--- src/rtl/ahfp_accum_seq.sv ---
// Operand sequencer / result collector for a fixed-latency pipelined FP32 adder.
// Reduces an element stream to one sum; optional element counter via AHFP_ACC_COUNT_EN.
module ahfp_accum_seq #(
    parameter int LATENCY = 5
) (
    input  logic        clk,
    input  logic        rst,
    input  logic [31:0] in_data,
    input  logic        in_valid,
    input  logic        in_last,
    output logic        in_ready,
    output logic [31:0] add_a,
    output logic [31:0] add_b,
    input  logic [31:0] add_res,
    output logic [31:0] out_data,
    output logic        out_valid,
    input  logic        out_ready
`ifdef AHFP_ACC_COUNT_EN
    ,
    output logic [15:0] out_count
`endif
);

    typedef enum logic [1:0] {ACCUM, DRAIN, OUT} state_t;

    state_t              state;
    logic [LATENCY-1:0]  tag_pipe;
    logic                tag_out;
    logic                others_live;
    logic                issue_tag;
    logic [31:0]         hold;
    logic                hold_v;

    assign tag_out     = tag_pipe[LATENCY-1];
    assign others_live = |tag_pipe[LATENCY-2:0];
    assign in_ready    = (state == ACCUM);

    // Tag bit travels alongside the operands so tag_out lines up with add_res.
    always_comb begin
        add_a     = 32'h0;
        add_b     = 32'h0;
        issue_tag = 1'b0;
        case (state)
            ACCUM: begin
                if (in_valid) begin
                    add_a     = in_data;
                    add_b     = tag_out ? add_res : 32'h0;
                    issue_tag = 1'b1;
                end else if (tag_out) begin
                    add_a     = add_res;
                    issue_tag = 1'b1;
                end
            end
            DRAIN: begin
                if (tag_out && hold_v) begin
                    add_a     = hold;
                    add_b     = add_res;
                    issue_tag = 1'b1;
                end
            end
            default: ;
        endcase
    end

    always_ff @(posedge clk or posedge rst) begin
        if (rst) begin
            state     <= ACCUM;
            tag_pipe  <= '0;
            hold      <= 32'h0;
            hold_v    <= 1'b0;
            out_data  <= 32'h0;
            out_valid <= 1'b0;
        end else begin
            tag_pipe <= {tag_pipe[LATENCY-2:0], issue_tag};
            case (state)
                ACCUM: begin
                    if (in_valid && in_last)
                        state <= DRAIN;
                end
                DRAIN: begin
                    if (tag_out) begin
                        if (hold_v) begin
                            hold_v <= 1'b0;
                        end else if (others_live) begin
                            hold   <= add_res;
                            hold_v <= 1'b1;
                        end else begin
                            // Sole surviving partial: this is the final sum.
                            out_data  <= add_res;
                            out_valid <= 1'b1;
                            state     <= OUT;
                        end
                    end
                end
                OUT: begin
                    if (out_ready) begin
                        out_valid <= 1'b0;
                        state     <= ACCUM;
                    end
                end
                default: state <= ACCUM;
            endcase
        end
    end

`ifdef AHFP_ACC_COUNT_EN
    logic [15:0] count;
    assign out_count = count;

    always_ff @(posedge clk or posedge rst) begin
        if (rst) begin
            count <= 16'h0;
        end else if (state == ACCUM && in_valid) begin
            if (count != 16'hFFFF)
                count <= count + 16'h1;
        end else if (state == OUT && out_ready) begin
            count <= 16'h0;
        end
    end
`endif

endmodule
--- config.mk ---
export PLATFORM = sky130hd
export DESIGN_NAME = ahfp_accum_seq
export DESIGN_NICKNAME = d
export VERILOG_FILES = /design/src/rtl/ahfp_accum_seq.sv
export SDC_FILE = /design/constraint.sdc
export NUM_CORES = 1
export LEC_CHECK = 0
export CAP_MARGIN = 40
export CORE_MARGIN = 10
export CORE_UTILIZATION = 46
export DETAILED_ROUTE_END_ITERATION = 8
export PLACE_DENSITY = 0.87
export SLEW_MARGIN = 30
export SYNTH_ARGS = -nofsm -noshare
export SYNTH_HDL_FRONTEND = slang
export SYNTH_SLANG_ARGS = --single-unit
--- constraint.sdc ---
create_clock -name clk -period 4.85 [get_ports clk]
set_input_delay 1.2125 -clock clk [delete_from_list [all_inputs] [get_ports clk]]
set_output_delay 1.2125 -clock clk [all_outputs]
set_load 0.01 [all_outputs]
==> out/metrics.yaml <==
maxCapViolations: 0
rsz0062_at_grt: "no"
outcome: "finished, final reports clean"
synth_cell_types: 20
finalSetupViolCount: 0
final.setup_skew_ns: 0.0107
grt_usage_pct: 18.8
synth_top_flop_cell: "dfrtp_1"
avgSynthCellArea_um2: 11.0
cts.reportedPaths.clkPinSlew_ns: 0.07
nNetsFinal: 575
dp_hpwl_um: 8610
p_per_area_nw_per_um2: 563
ctsRootBufferMaster: "clkbuf_8"
rrSetupSlack_ns: 2.41
cts_buffer_depth: 2
period_needed_ns: 3.95
slew_violations: 0
arrival_ns: 2.74
netlist_area_um2: 3810
drc: 0
grt_pass1_vias: 3498
reg2reg_depth: 4
dieHeight_um: 111
drtIter0Drc: 129
syn2layout_area_growth_pct: 50.3
synth_edf_count: 0
cpMostUsedCell: "clkdlybuf4s50_1"
hold_violations: 0
synth_cells: 348
tritoncts: "built"
ir_drop_mv: 0.280
use_met1_pct: 21.5
yosysSeqAreaShare_pct: 47.9
leakage_nw: 2.47
worstMarginPinSlew_ns: 0.710
timing.fmax_ghz: 0.253
vias: 3239
yosys-top-cells-count: "dfrtp_1 (73), nand2_1 (67), mux2_2 (35), o21ai_0 (35)"
met3_usage_pct: 6.60
r2r-start: "tag_pipe[1]"
slew_headroom_pct: 52.5
port_buffers: 166
yosysTopAreaCell: "dfrtp_1"
wire_per_inst_um: 19.3
cts_setup_buffers: 0
rows: 33
antenna_found_initial: 0
max_stage_delay_ns: 0.55
end_kind: "output pin"
viasPerCell: 5.28
synth_area_leaders: "dfrtp_1 (48%), mux2_4 (12%), mux2_2 (10%)"
finalSetupTns_ns: 0
die_x_um: 111
crit_type: "in -> out"
insertion_delay_ns: 0.33
h-tree-depth: 3
async_flop_share_pct: 100
routabilityCongestion: 0.785
synth_warnings: 0
hold_start: "tag_pipe[1]"
min_period_over_period_pct: 81.4
crit_start: "add_res[29]"
cts_sinks: 73
worstPathCellList: "clkdlybuf4s50_1 -> nand2_1 -> o21ai_0 -> a22o_1 -> clkdlybuf4s50_1"
use_met2_pct: 32.1
hold-worst-slack_ns: 0.376
r2r-end: "hold[26]"
synth_nets: 417
min_path_type: "reg -> reg"
synth-seq-cells: 73
cts.repair.resized: 0
cp_slowest_cell: "clkdlybuf4s50_1"
drive_gt1_share_pct: 18.5
initial_core_util_pct: 46.9
numCtsBuffers: 9
firstDrtPassIters: 4
required_ns: 3.64
die_area_um2: 12300
finalWirelength_um: 11900
crit_path_start_kind: "input port"
grt_pass1_wl_um: 19100
cp_max_fo: 4
ios: 167
holdPathEnd: "tag_pipe[2]"
antenna_cells: 0
ctsHoldBuffers: 0
gr-total-overflow: 0
grt_max_degree: 50
ant_nets: 0
synth_most_common_cell: "dfrtp_1"
min_path_cells: 0
synth.top_cell.area_share_pct: 47.9
busiest_layer: "met2"
core_area_um2: 8130
## state kept, by name, indices dropped and copies added (netlist names)
register,count
hold_v,1
hold,32
out_data,32
tag_pipe,5
out_valid,1
state,2
## cell usage in the layout (no fill, tap or decap), drive strengths merged, types with 3 or more instances in the layout
cell type	synthesis	final
buf	7	10
mux2	65	65
o21ai	35	35
nor2	3	3
dfrtp	73	73
clkbuf	21	11
a22o	32	32
nand2	67	67
and2	32	32
inv	3	3
clkdlybuf4s50	0	165
## cell type report
type                       instances  area (um^2)
clock inverter                     3         42.5
tap                              105          131
fill                             609         2400
timing repair buffer             175         1720
sequential                        73         1830
multi-input combinational        244         1850
inverter                           3         13.8
clock buffer                      11          141
## how the worst max path moves through the flow
stage	endpoint	cells past startpoint
after floorplan	add_a[7]	4
after global placement	add_a[15]	5
after detailed placement	add_a[29]	5
after CTS	add_a[29]	5
after global routing	add_a[11]	5
final	add_a[29]	5
## where the power goes
group          switching [W]  internal [W]
clock               0.000206      0.000246
sequential          0.000177      0.000921
combinational       0.000682      0.000997
## stage by stage
stage	area, um^2	std cells	total power, W	worst slack, ns	utilization, %
6_report	5730	614	0.00323	0.900	70.5
5_1_grt	5730	614	0.00343	0.813	70.5
4_1_cts	5730	614	0.00326	0.902	70.5
3_5_place_dp	5550	600	0.00280	0.902	68.2
3_3_place_gp	5540	600	0.00274	0.976	68.1
2_1_floorplan	3810	348	0.00199	1.58	-
## worst max-delay path: cells and delay by family
family | cells | cell delay (ns)
and+or+nand+nor | 1 | 0.07
AOI/OAI and AO/OA | 2 | 0.37
buffers and inverters | 2 | 1.08
## per-layer routing
layer  up-vias  share of wire (%)
met2       136                 50
met5         -                  0
met1      1573                 41
li1       1514                  -
met3        16                8.0
met4         0                1.6
## kinds of logic (layout without fill, tap and decap cells)
group                  count (synthesis)  after routing  share of synthesized area [%]
and+or+nand+nor                      109            109                           13.5
DFF                                   73             73                           47.9
muxes                                 66             66                           22.4
buffers and inverters                 31            192                           3.94
AOI/OAI and AO/OA                     69             69                           12.3
No activity file was read; power rests on OpenSTA's default activity.
